===== config.mk =====
export PLATFORM = sky130hd
export DESIGN_NAME = mem_port_arbiter_flat
export DESIGN_NICKNAME = d
export VERILOG_FILES = /design/src/rtl/mem_port_arbiter_if.sv /design/src/rtl/mem_port_arbiter.sv /design/src/flat_wrapper.sv
export SDC_FILE = /design/constraint.sdc
export NUM_CORES = 1
export LEC_CHECK = 0
export CORE_MARGIN = 4
export CORE_UTILIZATION = 41
export CTS_CLUSTER_DIAMETER = 100
export DETAILED_ROUTE_END_ITERATION = 8
export GPL_ROUTABILITY_DRIVEN = 1
export PLACE_DENSITY = 0.83
export SETUP_SLACK_MARGIN = 0.15
export SLEW_MARGIN = 20
export SYNTH_ARGS = -nofsm -noshare
export SYNTH_HDL_FRONTEND = slang
export SYNTH_SLANG_ARGS = --single-unit

===== constraint.sdc =====
create_clock -name clk -period 2.3 [get_ports clk]
set_input_delay 0.23 -clock clk [delete_from_list [all_inputs] [get_ports clk]]
set_output_delay 0.23 -clock clk [all_outputs]
set_load 0.01 [all_outputs]

===== src/rtl/mem_port_arbiter_if.sv =====
// Handshake bundle between the pipeline's fetch and data ports, the arbiter and the memory.
interface mem_port_arbiter_if #(
    parameter int unsigned ADDR_W = 32,
    parameter int unsigned DATA_W = 32
);
    logic              if_req;
    logic [ADDR_W-1:0] if_addr;
    logic [DATA_W-1:0] if_rdata;
    logic              if_ack;

    logic              d_req;
    logic              d_we;
    logic [ADDR_W-1:0] d_addr;
    logic [DATA_W-1:0] d_wdata;
    logic [1:0]        d_size;
    logic [DATA_W-1:0] d_rdata;
    logic              d_ack;

    logic              mem_req;
    logic              mem_we;
    logic [ADDR_W-1:0] mem_addr;
    logic [DATA_W-1:0] mem_wdata;
    logic [1:0]        mem_size;
    logic [DATA_W-1:0] mem_rdata;
    logic              mem_ack;

    // Arbiter view.
    modport slave (
        input  if_req, if_addr, d_req, d_we, d_addr, d_wdata, d_size, mem_rdata, mem_ack,
        output if_rdata, if_ack, d_rdata, d_ack, mem_req, mem_we, mem_addr, mem_wdata, mem_size
    );

    // Pipeline and memory view.
    modport master (
        output if_req, if_addr, d_req, d_we, d_addr, d_wdata, d_size, mem_rdata, mem_ack,
        input  if_rdata, if_ack, d_rdata, d_ack, mem_req, mem_we, mem_addr, mem_wdata, mem_size
    );
endinterface


===== src/rtl/mem_port_arbiter.sv =====
// Shares one single-port memory between instruction fetch and the data stage,
// data first, with fetch forced through after STARVE_MAX consecutive data grants.
module mem_port_arbiter #(
    parameter int unsigned ADDR_W     = 32,
    parameter int unsigned DATA_W     = 32,
    parameter int unsigned STARVE_MAX = 4
) (
    input  logic              clk,
    input  logic              rst_n,
    mem_port_arbiter_if.slave bus,
    output logic              busy
);
    localparam int unsigned CNT_W      = 4;
    localparam logic [CNT_W-1:0] STARVE_LIM = CNT_W'(STARVE_MAX);
    localparam logic [1:0]  SIZE_WORD  = 2'b10;

    typedef enum logic [1:0] {IDLE, SERVE_IF, SERVE_D, RESP} state_t;

    state_t            state_q, state_d;
    logic [CNT_W-1:0]  starve_q, starve_d;
    logic              mem_req_q, mem_req_d;
    logic              mem_we_q, mem_we_d;
    logic [ADDR_W-1:0] mem_addr_q, mem_addr_d;
    logic [DATA_W-1:0] mem_wdata_q, mem_wdata_d;
    logic [1:0]        mem_size_q, mem_size_d;
    logic              if_ack_q, if_ack_d;
    logic              d_ack_q, d_ack_d;
    logic [DATA_W-1:0] if_rdata_q, if_rdata_d;
    logic [DATA_W-1:0] d_rdata_q, d_rdata_d;
    logic              busy_q, busy_d;

    // Next-state, arbitration and registered-output values.
    always_comb begin
        state_d     = state_q;
        starve_d    = starve_q;
        mem_req_d   = mem_req_q;
        mem_we_d    = mem_we_q;
        mem_addr_d  = mem_addr_q;
        mem_wdata_d = mem_wdata_q;
        mem_size_d  = mem_size_q;
        if_ack_d    = 1'b0;
        d_ack_d     = 1'b0;
        if_rdata_d  = if_rdata_q;
        d_rdata_d   = d_rdata_q;

        unique case (state_q)
            IDLE: begin
                if (!bus.if_req) begin
                    starve_d = '0;
                end
                if (bus.d_req && !(bus.if_req && starve_q == STARVE_LIM)) begin
                    state_d     = SERVE_D;
                    mem_req_d   = 1'b1;
                    mem_we_d    = bus.d_we;
                    mem_addr_d  = bus.d_addr;
                    mem_wdata_d = bus.d_wdata;
                    mem_size_d  = bus.d_size;
                    if (bus.if_req && starve_q < STARVE_LIM) begin
                        starve_d = starve_q + CNT_W'(1);
                    end
                end else if (bus.if_req) begin
                    state_d     = SERVE_IF;
                    mem_req_d   = 1'b1;
                    mem_we_d    = 1'b0;
                    mem_addr_d  = bus.if_addr;
                    mem_wdata_d = '0;
                    mem_size_d  = SIZE_WORD;
                    starve_d    = '0;
                end
            end
            SERVE_IF, SERVE_D: begin
                // MEM_* stay frozen until the memory completes.
                if (bus.mem_ack) begin
                    state_d   = RESP;
                    mem_req_d = 1'b0;
                    if (state_q == SERVE_IF) begin
                        if_ack_d   = 1'b1;
                        if_rdata_d = bus.mem_rdata;
                    end else begin
                        d_ack_d = 1'b1;
                        if (!mem_we_q) begin
                            d_rdata_d = bus.mem_rdata;
                        end
                    end
                end
            end
            RESP: begin
                state_d = IDLE;
            end
            default: begin
                state_d = IDLE;
            end
        endcase

        busy_d = (state_d != IDLE);
    end

    // State and output registers.
    always_ff @(posedge clk or negedge rst_n) begin
        if (!rst_n) begin
            state_q     <= IDLE;
            starve_q    <= '0;
            mem_req_q   <= 1'b0;
            mem_we_q    <= 1'b0;
            mem_addr_q  <= '0;
            mem_wdata_q <= '0;
            mem_size_q  <= '0;
            if_ack_q    <= 1'b0;
            d_ack_q     <= 1'b0;
            if_rdata_q  <= '0;
            d_rdata_q   <= '0;
            busy_q      <= 1'b0;
        end else begin
            state_q     <= state_d;
            starve_q    <= starve_d;
            mem_req_q   <= mem_req_d;
            mem_we_q    <= mem_we_d;
            mem_addr_q  <= mem_addr_d;
            mem_wdata_q <= mem_wdata_d;
            mem_size_q  <= mem_size_d;
            if_ack_q    <= if_ack_d;
            d_ack_q     <= d_ack_d;
            if_rdata_q  <= if_rdata_d;
            d_rdata_q   <= d_rdata_d;
            busy_q      <= busy_d;
        end
    end

    assign bus.mem_req   = mem_req_q;
    assign bus.mem_we    = mem_we_q;
    assign bus.mem_addr  = mem_addr_q;
    assign bus.mem_wdata = mem_wdata_q;
    assign bus.mem_size  = mem_size_q;
    assign bus.if_ack    = if_ack_q;
    assign bus.d_ack     = d_ack_q;
    assign bus.if_rdata  = if_rdata_q;
    assign bus.d_rdata   = d_rdata_q;
    assign busy          = busy_q;
endmodule


===== src/flat_wrapper.sv =====
// flat-port wrapper written by rule: the top's interface ports become plain ports
module mem_port_arbiter_flat 
#(
    parameter int unsigned ADDR_W     = 32,
    parameter int unsigned DATA_W     = 32,
    parameter int unsigned STARVE_MAX = 4
)
  (clk, rst_n, busy, bus_if_req, bus_if_addr, bus_d_req, bus_d_we, bus_d_addr, bus_d_wdata, bus_d_size, bus_mem_rdata, bus_mem_ack, bus_if_rdata, bus_if_ack, bus_d_rdata, bus_d_ack, bus_mem_req, bus_mem_we, bus_mem_addr, bus_mem_wdata, bus_mem_size);
  mem_port_arbiter_if #(.ADDR_W(ADDR_W), .DATA_W(DATA_W)) bus_i ();
  input  logic clk;
  input  logic rst_n;
  output logic busy;
  input wire logic [$bits(bus_i.if_req)-1:0] bus_if_req;
  input wire logic [$bits(bus_i.if_addr)-1:0] bus_if_addr;
  input wire logic [$bits(bus_i.d_req)-1:0] bus_d_req;
  input wire logic [$bits(bus_i.d_we)-1:0] bus_d_we;
  input wire logic [$bits(bus_i.d_addr)-1:0] bus_d_addr;
  input wire logic [$bits(bus_i.d_wdata)-1:0] bus_d_wdata;
  input wire logic [$bits(bus_i.d_size)-1:0] bus_d_size;
  input wire logic [$bits(bus_i.mem_rdata)-1:0] bus_mem_rdata;
  input wire logic [$bits(bus_i.mem_ack)-1:0] bus_mem_ack;
  output wire logic [$bits(bus_i.if_rdata)-1:0] bus_if_rdata;
  output wire logic [$bits(bus_i.if_ack)-1:0] bus_if_ack;
  output wire logic [$bits(bus_i.d_rdata)-1:0] bus_d_rdata;
  output wire logic [$bits(bus_i.d_ack)-1:0] bus_d_ack;
  output wire logic [$bits(bus_i.mem_req)-1:0] bus_mem_req;
  output wire logic [$bits(bus_i.mem_we)-1:0] bus_mem_we;
  output wire logic [$bits(bus_i.mem_addr)-1:0] bus_mem_addr;
  output wire logic [$bits(bus_i.mem_wdata)-1:0] bus_mem_wdata;
  output wire logic [$bits(bus_i.mem_size)-1:0] bus_mem_size;
  assign bus_i.if_req = bus_if_req;
  assign bus_i.if_addr = bus_if_addr;
  assign bus_i.d_req = bus_d_req;
  assign bus_i.d_we = bus_d_we;
  assign bus_i.d_addr = bus_d_addr;
  assign bus_i.d_wdata = bus_d_wdata;
  assign bus_i.d_size = bus_d_size;
  assign bus_i.mem_rdata = bus_mem_rdata;
  assign bus_i.mem_ack = bus_mem_ack;
  assign bus_if_rdata = bus_i.if_rdata;
  assign bus_if_ack = bus_i.if_ack;
  assign bus_d_rdata = bus_i.d_rdata;
  assign bus_d_ack = bus_i.d_ack;
  assign bus_mem_req = bus_i.mem_req;
  assign bus_mem_we = bus_i.mem_we;
  assign bus_mem_addr = bus_i.mem_addr;
  assign bus_mem_wdata = bus_i.mem_wdata;
  assign bus_mem_size = bus_i.mem_size;
  mem_port_arbiter #(.ADDR_W(ADDR_W), .DATA_W(DATA_W), .STARVE_MAX(STARVE_MAX)) u_core (.clk(clk), .rst_n(rst_n), .bus(bus_i), .busy(busy));
endmodule

# Yosys cells after proc, flatten, opt, wreduce, memory -nomap -nowiden
# Index checks and enable logic that the tools add are counted.
# classes
n_bitwise,2
reduce_logical,13
mux,26
n_lt_le_gt_ge,1
n_eq_ne,6
add_sub_neg,1
# ops
cell,count
$mux W32,4
$mux W4,4
$mux W1,11
$mux W2,5
$pmux W2 S3,1
$reduce_and A3 Y1,2
$reduce_bool A2 Y1,3
$add A4 B1 Y4 const B,1
$eq A2 B2 Y1 const B,2
$eq A4 B3 Y1 const B,1
$lt A4 B3 Y1 const B,1
$reduce_and A4 Y1,1
$logic_and A1 B1 Y1,3
$ne A3 B2 Y1 const B,1
$eq A2 B1 Y1 const B,1
$logic_not A2 Y1,1
$ne A2 B2 Y1 const B,1
$not A1 Y1,2
$pmux W1 S2,1
$reduce_and A2 Y1,1
$reduce_or A2 Y1,1
$logic_not A1 Y1,1
# word_totals
inputBits,136
output_inout_bits,135
elab_cells,61
regBits,141

# Logic depth before layout (Yosys ltp)
# logic_depth
word_depth,7
ltp_mapped,7
depth_no_buf,6

# Worst setup path before layout
# Ideal clock, no wire load.
# synth_path
path_kind,register to register
start,register u_core.state_q[0]
end,"register u_core.d_rdata_q[10], in the netlist u_core.bus.d_rdata[10]"
required_ps,2175
path_stages_with_launch,7
synth_period_minus_slack_ps,1722
setup_ps,125
path_buffers,1
setup_slack_ps,578
arrival_time_ps,1598
path_cell_list,dfrtp_1 inv_1 ha_1 nand2_1 nor3_4 buf_4 mux2_2
# synth_between
elab_chain_len,3
word_cells_on_any_way,5
classes_between,2 x eq/ne; 1 x bitwise; 2 x reduce/logical
# synth_rtl
element,line_no,source
"start, declared",mem_port_arbiter.sv:19,"state_t state_q, state_d;"
"start signal, assigned",mem_port_arbiter.sv:114,state_q <= state_d;
$eq A2 B2 Y1 or $eq A2 B1 Y1 (tied branches),"mem_port_arbiter.sv:46, mem_port_arbiter.sv:76",
$reduce_or A2 Y1 or $not A1 Y1 (tied branches),-,
$reduce_and A4 Y1 (no line) (*),-,
"end signal, assigned",mem_port_arbiter.sv:124,d_rdata_q <= d_rdata_d;
"end, declared",mem_port_arbiter.sv:29,"logic [DATA_W-1:0] d_rdata_q, d_rdata_d;"
# Every way passes the cells marked *; elsewhere a longest branch is shown, timed or not.
# A chain may end at the register's enable or synchronous reset.

# Final worst setup path
# layout_path
start,register u_core.state_q[1]
end,"register u_core.if_rdata_q[23], in the netlist u_core.bus.if_rdata[23]"
# layout_between
elab_chain_len,3
word_cells_on_any_way,4
classes_between,2 x eq/ne; 2 x reduce/logical
# layout_rtl
element,line_no,source
$eq A2 B2 Y1 or $eq A2 B1 Y1 (tied branches),"mem_port_arbiter.sv:46, mem_port_arbiter.sv:76",
$reduce_or A2 Y1,mem_port_arbiter.sv:46,unique case (state_q)
$reduce_and A3 Y1 (no line) (*),-,
"end signal, assigned",mem_port_arbiter.sv:123,if_rdata_q <= if_rdata_d;
"end, declared",mem_port_arbiter.sv:28,"logic [DATA_W-1:0] if_rdata_q, if_rdata_d;"
# Marked as above.

==> metrics <==
full die area=15700 um^2; Layout Area Growth over Synthesis=62.9%; setup repair after global routing missed its margin=no; total of max-cap violations=0; Initial Util=42.3%; worst stage delay on the critical path=0.40 ns; startpoint type of the worst setup path=flop; first-iteration detailed-routing DRC count=226; Primary FF master, synth=dfrtp_1; PostCTS Resize Cnt=0; clock period minus final worst setup slack=1.94 ns; CTS HTree Levels=4; total global routing track utilization=20.0%; remaining global-route overflow=0; insertion delay to the later sink of the worst-skew pair=0.41 ns; synthesized net count=591; post-place setup slack=0.331 ns; library cell occupying the most area in the post-synthesis netlist=dfrtp_1; slowest stage cell on the critical path=dfrtp_1; Worst IR Drop VDD=0.622 mV; required time of the critical path=2.59 ns; Critical path buffers and inverters=2; crit path capture type=flop; library cells used by synthesis=31; share of the cycle needed by the critical path after routing=84.4%; power density relative to cell area=1430 nW/um^2; Synth Instances=449; height of the die=125 um; maximum clock path buffer count=2; Die W=125 um; vias per std cell=4.99; cell type group with the largest total delay on the critical path=flip-flops; Worst Max-Slew Pin Slew=0.780 ns; achievable clock frequency=0.515 GHz; fraction of synthesized cell area taken by the top area cell type=62.5%; total of flip-flops plus latches after synthesis=141; highest metal layer used by the detailed router=met4; number of port buffers=270; Post-Synthesis Mean Instance Area=12.6 um^2; postcts setup bufs=0; TritonCTS clock tree=done; final-layout fill cell count=968; via count=4536; accumulated negative setup slack=0 ns; fraction of final layout cells with drive strength greater than 1=15.3%; Worst Clk Skew=0.00925 ns; TritonCTS Buffers=17; final setup vio count=0; most common cell in the synthesized netlist=dfrtp_1; DRC=0; maximum net fanout on the critical path=21; Async SR Flop Fraction=100%; pin count of the biggest net entering global routing=142; Crit Path Class=reg -> reg; GPL Wtd Cong=0.798; run status=finished, final reports clean; total number of nets in the final design=862; length of routed met2 wiring=7940 um; YS warnings=0; wire length reported by the detailed router=15700 um; via count of the first global-routing pass=4820; area taken by flip-flops and latches=3530 um^2; final max-slew violation count=0; IO Pins=271; Routed met1 length=6310 um; Mapped Area=5650 um^2; root buf cell=clkbuf_16; Critical Path AT=2.23 ns; area inside the core boundary=13300 um^2; number of buffers inserted by hold repair at cts=1; synth cell count leaders=dfrtp_1 (141), a21oi_1 (70), mux2_2 (62), nor2_1 (39), nand2_1 (37); DRT Pass-1 Iters=4; final-report hold violation count=0; max_slew headroom=48.0%; clk sinks=141; wire length of the first global-routing pass=25100 um; EDFF count, synth=0; Tightest Hold Check Type=in -> reg; most area-consuming cells after synthesis=dfrtp_1 (62%), mux2_2 (12%), a21oi_1 (6.2%); hpwl dp=11400 um; Worst Slack Setup Final=0.358 ns; leak pwr=3.94 nW; share of the yosys chip area belonging to registers=62.5%; Multi-input gate area=1920 um^2; number of nets with antenna violations after routing=0; length of routed met3 wiring=1080 um; CP Cell Sequence=inv_1 > ha_1 > nand3_2 > buf_12 > mux2_2; number of antenna violations at the first check in global routing=0; number of diodes added for antenna fixing=0; wire length per cell=17.3 um; CTS clk-pin slew, worst paths=0.06 ns; number of placement rows=42
-- kinds of logic (layout without fill, tap and decap cells) --
group / after synthesis / count (layout) / share of synthesized area, %
AND/OR/NAND/NOR: 85 / 85 / 6.42
AO/OA/AOI/OAI: 115 / 115 / 13.1
adder cells (fa/ha/maj): 6 / 6 / 1.33
flip-flops: 141 / 141 / 62.5
buffers and inverters: 38 / 322 / 3.92
multiplexers: 64 / 64 / 12.8
-- area by class of cell --
class / instances / area share, %
multi-input cells: 270 / 20.8
clock buffers: 18 / 4.77
clock inverters: 14 / 2.62
repair buffers: 280 / 30.6
flip-flops and latches: 141 / 38.3
well taps: 176 / 2.39
inverters: 10 / 0.408
-- through the flow --
step           power [W]  util (%)  hold slack [ns]  cells  cell area, um^2
2_1_floorplan    0.00695         -          -0.0656    449             5650
3_3_place_gp     0.00991      63.8            0.385    876             8510
3_5_place_dp      0.0101      63.8            0.400    876             8510
4_1_cts           0.0133      68.9            0.335    909             9200
5_1_grt           0.0139      68.9            0.354    909             9200
6_report          0.0131      68.9            0.358    909             9200
-- tightest hold or removal path, delay by kind of cell --
kind | cells | cell delay (ns)
buffers and inverters | 1 | 0.40
and+or+nand+nor | 1 | 0.06
AOI/OAI and AO/OA | 1 | 0.05
-- final timing paths --
kind / slack [ns] / start / to / depth (start not counted)
max: 0.36 / u_core.state_q[1]$_DFF_PN0_ / u_core.bus.if_rdata[23]$_DFFE_PN0P_ / 5
min: 0.36 / bus_if_addr[5] / u_core.bus.mem_addr[5]$_DFFE_PN0P_ / 3
max reg2reg: 0.36 / u_core.state_q[1]$_DFF_PN0_ / u_core.bus.if_rdata[23]$_DFFE_PN0P_ / 5
min reg2reg: 0.50 / u_core.bus.mem_wdata[30]$_DFFE_PN0P_ / u_core.bus.mem_wdata[30]$_DFFE_PN0P_ / 1
max in group asynchronous: 1.25 / rst_n / u_core.bus.mem_addr[29]$_DFFE_PN0P_ / 3
min in group asynchronous: 0.43 / rst_n / u_core.bus.mem_addr[14]$_DFFE_PN0P_ / 3
-- power breakdown --
part	internal (W)	switching (W)	leakage (nW)	total, W
logic	0.00333	0.00237	1.91	0.00570
registers	0.00367	0.000660	1.70	0.00434
clock network	0.00207	0.00103	0.330	0.00310
-- routing by layer --
layer,vias to the layer above,track usage [%]
met2,182,33.9
met1,2203,23.8
met3,28,5.88
li1,2123,-
met4,0,8.61
met5,-,0
-- cells in the final DEF, fill, tap and decap left out, types with 3 or more instances in the layout --
cell type        instances
nor2_1                  39
a22o_1                  35
dfrtp_1                141
clkinv_4                 5
nand2_1                 37
mux2_2                  62
ha_1                     6
inv_1                   10
buf_12                   3
bufinv_16                6
clkbuf_16               17
clkdlybuf4s50_1        269
a21oi_1                 70
buf_4                    6
-- registers in the layout, indices dropped and copies added, names as in the netlist --
signal                count
u_core.bus.mem_wdata     32
u_core.bus.if_rdata      32
u_core.bus.if_ack         1
u_core.bus.d_rdata       32
u_core.bus.d_ack          1
u_core.state_q            2
u_core.bus.mem_req        1
u_core.starve_q           4
u_core.busy               1
u_core.bus.mem_addr      32
u_core.bus.mem_we         1
u_core.bus.mem_size       2
(Power assumes the default switching activity.)
